$ cat config.mk
export PLATFORM = sky130hd
export DESIGN_NAME = mem_stage_flat
export DESIGN_NICKNAME = d
export VERILOG_FILES = /design/src/rtl/core_pkg.sv /design/src/rtl/mem_stage_if.sv /design/src/rtl/mem_load_align.sv /design/src/rtl/mem_stage.sv /design/src/flat_wrapper.sv
export SDC_FILE = /design/constraint.sdc
export NUM_CORES = 1
export LEC_CHECK = 0
export ABC_AREA = 1
export CAP_MARGIN = 0
export CORE_UTILIZATION = 45
export DETAILED_ROUTE_END_ITERATION = 10
export PLACE_DENSITY = 0.93
export SYNTH_ARGS = -nofsm -noshare
export SYNTH_HDL_FRONTEND = slang
export SYNTH_SLANG_ARGS = --single-unit
$ cat constraint.sdc
create_clock -name clk -period 2.9 [get_ports clk]
set_clock_uncertainty 0.15 [all_clocks]
set_input_delay 0.87 -clock clk [delete_from_list [all_inputs] [get_ports clk]]
set_output_delay 0.87 -clock clk [all_outputs]
set_load 0.02 [all_outputs]
$ cat src/rtl/core_pkg.sv
`default_nettype none
// ============================================================================
// Package     : core_pkg
// Description : Shared constants for the MEM stage: bus widths, one-hot
//               load-type bit indices and EXE->MEM bus field offsets.
// Revision    : 1.0 - initial release
// ============================================================================
package core_pkg;

  localparam int ES_TO_MS_BUS_WD = 76;
  localparam int MS_TO_WS_BUS_WD = 70;
  localparam int MS_FWD_BUS_WD   = 38;

  // One-hot load type {ld_b, ld_bu, ld_h, ld_hu, ld_w}
  localparam int LD_TYPE_WD = 5;
  localparam int LD_B       = 4;
  localparam int LD_BU      = 3;
  localparam int LD_H       = 2;
  localparam int LD_HU      = 1;
  localparam int LD_W       = 0;

  // es_to_ms_bus = {ld_type[4:0], res_from_mem, gr_we, dest[4:0], result[31:0], pc[31:0]}
  localparam int ES_PC_LSB           = 0;
  localparam int ES_RESULT_LSB       = 32;
  localparam int ES_DEST_LSB         = 64;
  localparam int ES_GR_WE_BIT        = 69;
  localparam int ES_RES_FROM_MEM_BIT = 70;
  localparam int ES_LD_TYPE_LSB      = 71;

endpackage
`default_nettype wire

$ cat src/rtl/mem_stage_if.sv
`default_nettype none
// ============================================================================
// Interface   : mem_stage_if
// Description : Handshake and bus signals around the MEM stage.
//   ws_allowin      WB can accept this cycle
//   ms_allowin      MEM can accept from EXE
//   es_to_ms_valid  EXE presents a valid instruction
//   es_to_ms_bus    EXE->MEM payload
//   data_sram_rdata synchronous data-SRAM read data
//   ms_to_ws_valid  valid instruction to WB
//   ms_to_ws_bus    {gr_we, dest, final_result, pc}
//   ms_fwd_bus      {fwd_we, dest, final_result} for ID forwarding
//   in_ms_valid     MEM occupancy, for ID hazard logic
//   Modport slave is the MEM stage; master is its environment.
// Revision    : 1.0 - initial release
// ============================================================================
interface mem_stage_if;

  logic                                 ws_allowin;
  logic                                 ms_allowin;
  logic                                 es_to_ms_valid;
  logic [core_pkg::ES_TO_MS_BUS_WD-1:0] es_to_ms_bus;
  logic [31:0]                          data_sram_rdata;
  logic                                 ms_to_ws_valid;
  logic [core_pkg::MS_TO_WS_BUS_WD-1:0] ms_to_ws_bus;
  logic [core_pkg::MS_FWD_BUS_WD-1:0]   ms_fwd_bus;
  logic                                 in_ms_valid;

  modport slave (
    input  ws_allowin, es_to_ms_valid, es_to_ms_bus, data_sram_rdata,
    output ms_allowin, ms_to_ws_valid, ms_to_ws_bus, ms_fwd_bus, in_ms_valid
  );

  modport master (
    output ws_allowin, es_to_ms_valid, es_to_ms_bus, data_sram_rdata,
    input  ms_allowin, ms_to_ws_valid, ms_to_ws_bus, ms_fwd_bus, in_ms_valid
  );

endinterface
`default_nettype wire

$ cat src/rtl/mem_load_align.sv
`default_nettype none
// ============================================================================
// Module      : mem_load_align
// Description : Combinational load aligner. Selects the byte/halfword named
//               by the low address bits and sign- or zero-extends it.
//   ld_type    one-hot {ld_b, ld_bu, ld_h, ld_hu, ld_w}; zero -> raw word
//   addr       result[1:0] of the load address
//   rdata      32-bit read word
//   load_data  aligned, extended result
// Revision    : 1.0 - initial release
// ============================================================================
module mem_load_align
  import core_pkg::*;
(
  input  logic [LD_TYPE_WD-1:0] ld_type,
  input  logic [1:0]            addr,
  input  logic [31:0]           rdata,
  output logic [31:0]           load_data
);

  logic [7:0]  w_byte;
  logic [15:0] w_half;

  always_comb begin
    w_byte    = rdata[{addr, 3'b000} +: 8];
    // Halfword alignment is guaranteed by the ISA, so only addr[1] matters.
    w_half    = addr[1] ? rdata[31:16] : rdata[15:0];
    load_data = rdata;
    if (ld_type[LD_B]) begin
      load_data = {{24{w_byte[7]}}, w_byte};
    end else if (ld_type[LD_BU]) begin
      load_data = {24'h0, w_byte};
    end else if (ld_type[LD_H]) begin
      load_data = {{16{w_half[15]}}, w_half};
    end else if (ld_type[LD_HU]) begin
      load_data = {16'h0, w_half};
    end
  end

endmodule
`default_nettype wire

$ cat src/rtl/mem_stage.sv
`default_nettype none
// ============================================================================
// Module      : mem_stage
// Description : MEM pipeline stage. Latches the EXE->MEM bus under the
//               valid/allowin handshake, captures the first-cycle SRAM read
//               data (buffered across WB stalls), aligns load results and
//               forwards {gr_we, dest, final_result, pc} to WB.
//   clk    clock, all state on posedge
//   reset  synchronous, active-high
//   ms_if  mem_stage_if.slave (handshake, buses, SRAM read data)
// Revision    : 1.0 - initial release
// ============================================================================
module mem_stage
  import core_pkg::*;
(
  input  logic        clk,
  input  logic        reset,
  mem_stage_if.slave  ms_if
);

  localparam logic c_ms_ready_go = 1'b1;

  logic                       r_ms_valid;
  logic                       r_first;
  logic                       r_rbuf_vld;
  logic [31:0]                r_rbuf;
  logic [ES_TO_MS_BUS_WD-1:0] r_bus;

  logic                       w_ms_allowin;
  logic [LD_TYPE_WD-1:0]      w_ld_type;
  logic                       w_res_from_mem;
  logic                       w_gr_we;
  logic [4:0]                 w_dest;
  logic [31:0]                w_result;
  logic [31:0]                w_pc;
  logic [31:0]                w_eff_rdata;
  logic [31:0]                w_load_data;
  logic [31:0]                w_final_result;

  assign w_ms_allowin   = !r_ms_valid || (c_ms_ready_go && ms_if.ws_allowin);

  assign w_ld_type      = r_bus[ES_LD_TYPE_LSB +: LD_TYPE_WD];
  assign w_res_from_mem = r_bus[ES_RES_FROM_MEM_BIT];
  assign w_gr_we        = r_bus[ES_GR_WE_BIT];
  assign w_dest         = r_bus[ES_DEST_LSB +: 5];
  assign w_result       = r_bus[ES_RESULT_LSB +: 32];
  assign w_pc           = r_bus[ES_PC_LSB +: 32];

  // The SRAM only holds its data during the first MEM cycle; afterwards the
  // buffered copy stands in for however long WB stalls.
  assign w_eff_rdata    = r_first    ? ms_if.data_sram_rdata :
                          r_rbuf_vld ? r_rbuf : 32'h0;

  always_ff @(posedge clk) begin
    if (reset) begin
      r_ms_valid <= 1'b0;
      r_first    <= 1'b0;
      r_rbuf_vld <= 1'b0;
      r_rbuf     <= 32'h0;
      r_bus      <= '0;
    end else begin
      if (w_ms_allowin) begin
        r_ms_valid <= ms_if.es_to_ms_valid;
      end
      // Capture unconditionally in the first cycle, even if WB accepts now.
      if (r_first) begin
        r_rbuf     <= ms_if.data_sram_rdata;
        r_rbuf_vld <= 1'b1;
      end
      // A newly latched instruction invalidates the previous buffer;
      // placed last so it wins over the capture above.
      if (ms_if.es_to_ms_valid && w_ms_allowin) begin
        r_bus      <= ms_if.es_to_ms_bus;
        r_first    <= 1'b1;
        r_rbuf_vld <= 1'b0;
      end else begin
        r_first    <= 1'b0;
      end
    end
  end

  mem_load_align u_load_align (
    .ld_type   (w_ld_type),
    .addr      (w_result[1:0]),
    .rdata     (w_eff_rdata),
    .load_data (w_load_data)
  );

  assign w_final_result       = w_res_from_mem ? w_load_data : w_result;

  assign ms_if.ms_allowin     = w_ms_allowin;
  assign ms_if.ms_to_ws_valid = r_ms_valid && c_ms_ready_go;
  assign ms_if.in_ms_valid    = r_ms_valid;
  assign ms_if.ms_to_ws_bus   = {w_gr_we, w_dest, w_final_result, w_pc};
  assign ms_if.ms_fwd_bus     = {r_ms_valid && w_gr_we, w_dest, w_final_result};

endmodule
`default_nettype wire
$ cat src/flat_wrapper.sv
// flat-port wrapper written by rule: the top's interface ports become plain ports
module mem_stage_flat import core_pkg::*;
  (clk, reset, ms_if_ws_allowin, ms_if_es_to_ms_valid, ms_if_es_to_ms_bus, ms_if_data_sram_rdata, ms_if_ms_allowin, ms_if_ms_to_ws_valid, ms_if_ms_to_ws_bus, ms_if_ms_fwd_bus, ms_if_in_ms_valid);
  mem_stage_if ms_if_i ();
  input  logic clk;
  input  logic reset;
  input wire logic [$bits(ms_if_i.ws_allowin)-1:0] ms_if_ws_allowin;
  input wire logic [$bits(ms_if_i.es_to_ms_valid)-1:0] ms_if_es_to_ms_valid;
  input wire logic [$bits(ms_if_i.es_to_ms_bus)-1:0] ms_if_es_to_ms_bus;
  input wire logic [$bits(ms_if_i.data_sram_rdata)-1:0] ms_if_data_sram_rdata;
  output wire logic [$bits(ms_if_i.ms_allowin)-1:0] ms_if_ms_allowin;
  output wire logic [$bits(ms_if_i.ms_to_ws_valid)-1:0] ms_if_ms_to_ws_valid;
  output wire logic [$bits(ms_if_i.ms_to_ws_bus)-1:0] ms_if_ms_to_ws_bus;
  output wire logic [$bits(ms_if_i.ms_fwd_bus)-1:0] ms_if_ms_fwd_bus;
  output wire logic [$bits(ms_if_i.in_ms_valid)-1:0] ms_if_in_ms_valid;
  assign ms_if_i.ws_allowin = ms_if_ws_allowin;
  assign ms_if_i.es_to_ms_valid = ms_if_es_to_ms_valid;
  assign ms_if_i.es_to_ms_bus = ms_if_es_to_ms_bus;
  assign ms_if_i.data_sram_rdata = ms_if_data_sram_rdata;
  assign ms_if_ms_allowin = ms_if_i.ms_allowin;
  assign ms_if_ms_to_ws_valid = ms_if_i.ms_to_ws_valid;
  assign ms_if_ms_to_ws_bus = ms_if_i.ms_to_ws_bus;
  assign ms_if_ms_fwd_bus = ms_if_i.ms_fwd_bus;
  assign ms_if_in_ms_valid = ms_if_i.in_ms_valid;
  mem_stage u_core (.clk(clk), .reset(reset), .ms_if(ms_if_i));
endmodule
# Word level (Yosys, flattened, before mapping)
# Index checks and enable logic that the tools add are counted.
# totals
ff_bits,111
word_cells,20
out_inout_bits,111
# classes
shift,1
reduce_logical,5
mux,9
# ops
operator,n
$mux 32,7
$shiftx 32x6->8,1
$mux 16,1
$logic_and 1x1->1,2
$reduce_or 2->1,1
$logic_not 1->1,1
$logic_or 1x1->1,1
$mux 1,1

# Longest topological paths before layout
# depth
depth_word,8
mapped_depth,14
mapped_depth_nobuf,11

# Hierarchy
# A second synthesis with hierarchy kept.
# hier_totals
hier_cells,963
hier_area_um2,6568.8
# by_module_without_submodules
module,n_inst,area_per_inst_um2,cells_each
mem_stage,1,5472.7,713
mem_load_align,1,1096.1,250

# Worst setup path after synthesis
# OpenSTA, ideal clock, no wires.
# synth_timing
path_kind,input port to output port
start,input ms_if_data_sram_rdata[15]
end,output ms_if_ms_to_ws_bus[39]
t_required_ns,1.880
cell_stages,9
arrival_ns,2.070
slack_ns,-0.190
path_cell_list,inv_1 nand2_1 nand3_1 nand2_1 inv_1 nand2_2 nor2_1 o21ai_0 buf_4
# synth_via
elab_chain_len,5
# synth_rtl
item,line_no,source
"start, declared",flat_wrapper.sv:10,input wire logic [$bits(ms_if_i.data_sram_rdata)-1:0] ms_if_data_sram_rdata;
$mux 32 (*),mem_stage.sv:51,assign w_eff_rdata = r_first ? ms_if.data_sram_rdata :
$shiftx 32x6->8 (*),mem_load_align.sv:25,"w_byte = rdata[{addr, 3'b000} +: 8];"
$mux 32,mem_load_align.sv:31,end else if (ld_type[LD_BU]) begin
$mux 32 (*),mem_load_align.sv:29,if (ld_type[LD_B]) begin
$mux 32 (*),mem_stage.sv:89,assign w_final_result = w_res_from_mem ? w_load_data : w_result;
"end, declared",flat_wrapper.sv:13,output wire logic [$bits(ms_if_i.ms_to_ws_bus)-1:0] ms_if_ms_to_ws_bus;
# Mark *: on every way between the ends. The rest lies on a longest branch, timed or not.

# Final worst setup path
# layout_timing
start,register u_core.r_bus[75]
end,output ms_if_ms_fwd_bus[11]
# layout_via
elab_chain_len,2
# layout_rtl
item,line_no,source
"start, declared",mem_stage.sv:27,logic [ES_TO_MS_BUS_WD-1:0] r_bus;
"start signal, assigned",mem_stage.sv:73,r_bus <= ms_if.es_to_ms_bus;
$mux 32,mem_load_align.sv:29,
$mux 32,mem_stage.sv:89,
"end, declared",flat_wrapper.sv:14,output wire logic [$bits(ms_if_i.ms_fwd_bus)-1:0] ms_if_ms_fwd_bus;
# Every way passes these cells.

==> results_tabular.tex <==
\begin{tabular}{lr}
\hline
Metric & Value \\
\hline
\multicolumn{2}{l}{\textbf{Worst hold path}} \\
Path category of the worst min-delay check & reg -> reg \\
Hold Path Depth & 2 \\
\multicolumn{2}{l}{\textbf{STA}} \\
Worst setup slack after layout & -0.212 ns \\
Slew headroom & 66.8\% \\
Slew at the pin closest to its max-slew limit & about 0.50 ns \\
Crit path time final & 3.11 ns \\
Number of slew-limit violations in the final report & 0 \\
Hold violation count in the final report & 0 \\
Maximum frequency from static timing analysis & 321 MHz \\
Setup repair after global routing missed its margin & true \\
Post-route fraction of the period consumed by the critical path & 107\% \\
Final setup viols & 66 \\
\multicolumn{2}{l}{\textbf{Logic synthesis}} \\
Top cell type's share of synthesized area & 37.7\% \\
Portion of netlist area occupied by mux cells & 0\% \\
Main combinational cell family by area after synthesis & simple AND/OR/NAND/NOR gates \\
Area fraction in and, or, nand and nor cells after synthesis & about two fifths \\
Number of instances in the synthesized netlist & roughly 900 \\
Count of cell types in the netlist & 26 \\
Count of flip-flops with a built-in enable after synthesis & 0 \\
Most area-consuming cells after synthesis & dfxtp\_1 38\%, nand2\_1 23\%, nand3\_1 11\%, buf\_4 10\%, nor2\_1 3.1\% \\
Total of flip-flops plus latches after synthesis & between 100 and 150 \\
Synth cell count leaders & 364 x nand2\_1, 127 x nand3\_1, 110 x dfxtp\_1 \\
Complex-gate fraction of the synthesized area & slightly above 6\% \\
Share of flip-flops with an asynchronous set or reset after synthesis & 0\% \\
Post-synthesis instance area & slightly below 6000 um\^{}2 \\
Share of synthesized cell area in full adder, half adder and majority cells & 0\% \\
Net Count, Synth & about 1.0k \\
Portion of the post-synthesis area used by sequential elements & between 30\% and 40\% \\
Per-instance average area after synthesis & roughly 6.5 um\^{}2 \\
Cell taking the most area after synthesis & dfxtp\_1 \\
Most frequently used flop master after synthesis & dfxtp\_1 \\
Count leader, synth & nand2\_1 \\
Ys Warns & 0 \\
Xor and xnor fraction of the mapped netlist area & 0\% \\
\multicolumn{2}{l}{\textbf{Pwr}} \\
Leakage & approximately 4.6 nW \\
Power Dens Cells & 430 nW/um\^{}2 \\
Maximum vdd ir drop & around 0.4 mV \\
\multicolumn{2}{l}{\textbf{Status}} \\
Violated checks & negative setup slack \\
Result of the run & complete, but fails checks \\
\multicolumn{2}{l}{\textbf{Detailed routing}} \\
Final wirelength & about 25 mm \\
WL/cell & 19.0 um \\
Per-cell via count in the routed design & approximately 5.5 \\
1st-pass router iterations & 8 \\
Post-route ant nets & 0 \\
Vias & 7254 \\
Number of DRC violations after detailed-routing iteration 0 & $\sim$690 \\
DRC Markers & 0 \\
\multicolumn{2}{l}{\textbf{Critical path}} \\
Worst-path cell chain & nor2\_4 > inv\_1 > nor2\_1 > buf\_4 > nand3\_1 > nand2\_2 > nor2\_4 > a21oi\_4 > buf\_4 \\
Crit Path Category & reg -> out \\
CP max stage cell & dfxtp\_1 \\
Data arrival at the endpoint of the critical path & 2.09 ns \\
Crit path launch type & register \\
Largest fanout of any net on the critical path & 6 \\
Data required, critical path & approximately 1.9 ns \\
Path depth of the worst reg2reg path & 18 \\
Max stage delay on crit path & about 0.33 ns \\
Nature of the critical path endpoint & output port \\
\multicolumn{2}{l}{\textbf{Finish}} \\
Layout filler cell count & between 700 and 800 \\
Combined area of the multi-input logic cells & between 3000 and 4000 um\^{}2 \\
Antenna fix cells & 0 \\
Layout-stage area growth over the synthesis result & 70.6\% \\
Share of final-layout standard cells stronger than drive strength 1 & a little under two fifths \\
Combined flip-flop and latch cell area & 2210 um\^{}2 \\
Finished Layout Cells & approximately 1.3k \\
Total Nets Final & between 1k and 1.5k \\
\multicolumn{2}{l}{\textbf{Floorplan}} \\
Die Span Y & around 120 um \\
Floorplan die area & roughly 13000 um\^{}2 \\
Horizontal die dimension & 116 um \\
\# rows & around 40 \\
Initial core utilization & a little under half \\
Top-Level Pins & between 200 and 250 \\
Area of the core & roughly 13000 um\^{}2 \\
\multicolumn{2}{l}{\textbf{Placed design}} \\
Placed wire-length estimate & 13.7 mm \\
Last weighted congestion value of the routability-driven placer & between 0.9 and 1 \\
Input/output buffers & 221 \\
Post-placement setup slack & -1.01 ns \\
Placed cell count & 1230 \\
\multicolumn{2}{l}{\textbf{Global route}} \\
Antenna violations before repair & 0 \\
Pin count of the biggest net entering global routing & 51 \\
Vias in the first global route & 7096 \\
First-pass GRT wire length & 35.2 mm \\
Total congestion overflow & 0 \\
GRT Overall Usage & $\sim$34\% \\
\multicolumn{2}{l}{\textbf{Clocking}} \\
Clock tree from TritonCTS & done \\
Number of sinks on the clock net & 110 \\
Buffer cell driving the clock tree root & clkbuf\_16 \\
CTS Hold Bufs & 0 \\
CTS max path bufs & 2 \\
H-tree Lvls & 3 \\
Number of buffers inserted during clock tree synthesis & 9 \\
CTS clock-pin slew for the worst setup and hold paths & approximately 0.070 ns \\
Later-pin clock latency in the skew report & between 0.3 and 0.4 ns \\
\multicolumn{2}{l}{\textbf{Flow run}} \\
Total of max-cap violations & 0 \\
\hline
\end{tabular}
-- per-layer routing --
| metal | track usage (%) | share of wire, % | vias up |
|---|---|---|---|
| met5 | 0 | 0 | - |
| li1 | - | - | 3219 |
| met4 | 21.7 | 6.1 | 0 |
| met1 | 37.7 | 35 | 3354 |
| met3 | 9.00 | 9.9 | 171 |
| met2 | 58.5 | 49 | 510 |
-- path summary, 6_finish.rpt --
path | from | endpoint | slack (ns)
setup / recovery | u_core.r_bus[75]$_SDFFE_PP0P_ | ms_if_ms_fwd_bus[11] | -0.21
hold / removal | u_core.r_bus[50]$_SDFFE_PP0P_ | u_core.r_bus[50]$_SDFFE_PP0P_ | 0.32
setup reg to reg | u_core.r_first$_SDFF_PP0_ | u_core.r_rbuf[10]$_SDFFE_PP0P_ | -0.03
hold reg to reg | u_core.r_bus[50]$_SDFFE_PP0P_ | u_core.r_bus[50]$_SDFFE_PP0P_ | 0.32
-- cells in the final DEF, fill, tap and decap left out, types with 23 or more instances in the layout --
| cell type | count |
|---|---|
| clkdlybuf4s50_1 | 124 |
| nand2_1 | 251 |
| inv_1 | 44 |
| dfxtp_1 | 106 |
| buf_4 | 99 |
| nand2_4 | 23 |
| nand2_2 | 89 |
| nand3_2 | 28 |
| nor2_1 | 33 |
| buf_6 | 77 |
| nand3_1 | 90 |
-- critical path, delay by kind of cell (launching register included) --
family | cells | cell delay, ns
AO/OA/AOI/OAI | 1 | 0.16
buffers and inverters | 3 | 0.42
flip-flops | 1 | 0.33
AND/OR/NAND/NOR | 5 | 0.83
-- cells by family after synthesis --
group	Yosys count
flops	110
buf+inv	180
simple gates	547
compound gates	66
-- layout make-up --
type	count	area share (%)
Inverter	52	2.13
Clock inverter	5	0.439
Timing Repair Buffer	341	33.3
Tap cell	172	2.16
Multi-Input combinational cell	616	37.3
Sequential cell	110	22.2
Timing Repair inverter	1	0.0879
Clock buffer	11	2.44
-- power by group --
part | switching [mW] | total (mW) | internal, mW
clock network | 0.598 | 1.22 | 0.617
registers | 0.0597 | 1.66 | 1.60
logic | 0.775 | 1.41 | 0.633
-- state kept, by name, indices dropped and copies added (netlist names) --
register	flops
u_core.ms_if.in_ms_valid	1
u_core.r_bus	75
u_core.r_first	1
u_core.r_rbuf	32
u_core.r_rbuf_vld	1
-- through the flow --
step | power (mW) | hold WS, ns | area [um^2] | utilization (%) | TNS, ns
floorplan | 2.29 | 0.290 | 5870 | - | -1.19
global placement | 2.72 | 0.297 | 7990 | 63.3 | -59.48
detailed placement | 2.74 | 0.305 | 7990 | 63.3 | -60.23
CTS | 4.14 | 0.314 | 9620 | 76.2 | -2.95
global route | 4.43 | 0.344 | 9960 | 79.0 | -10.48
finish | 4.28 | 0.319 | 9960 | 79.0 | -6.04
-- repair_timing --
item | CTS | global route
pin swaps | 124 | 57
resized for setup | 676 | 90
buffers inserted | 54 | 7
cloned | 6 | 0
endpoints found under the setup margin | 65 | 66
No activity file was read; power rests on OpenSTA's default activity.
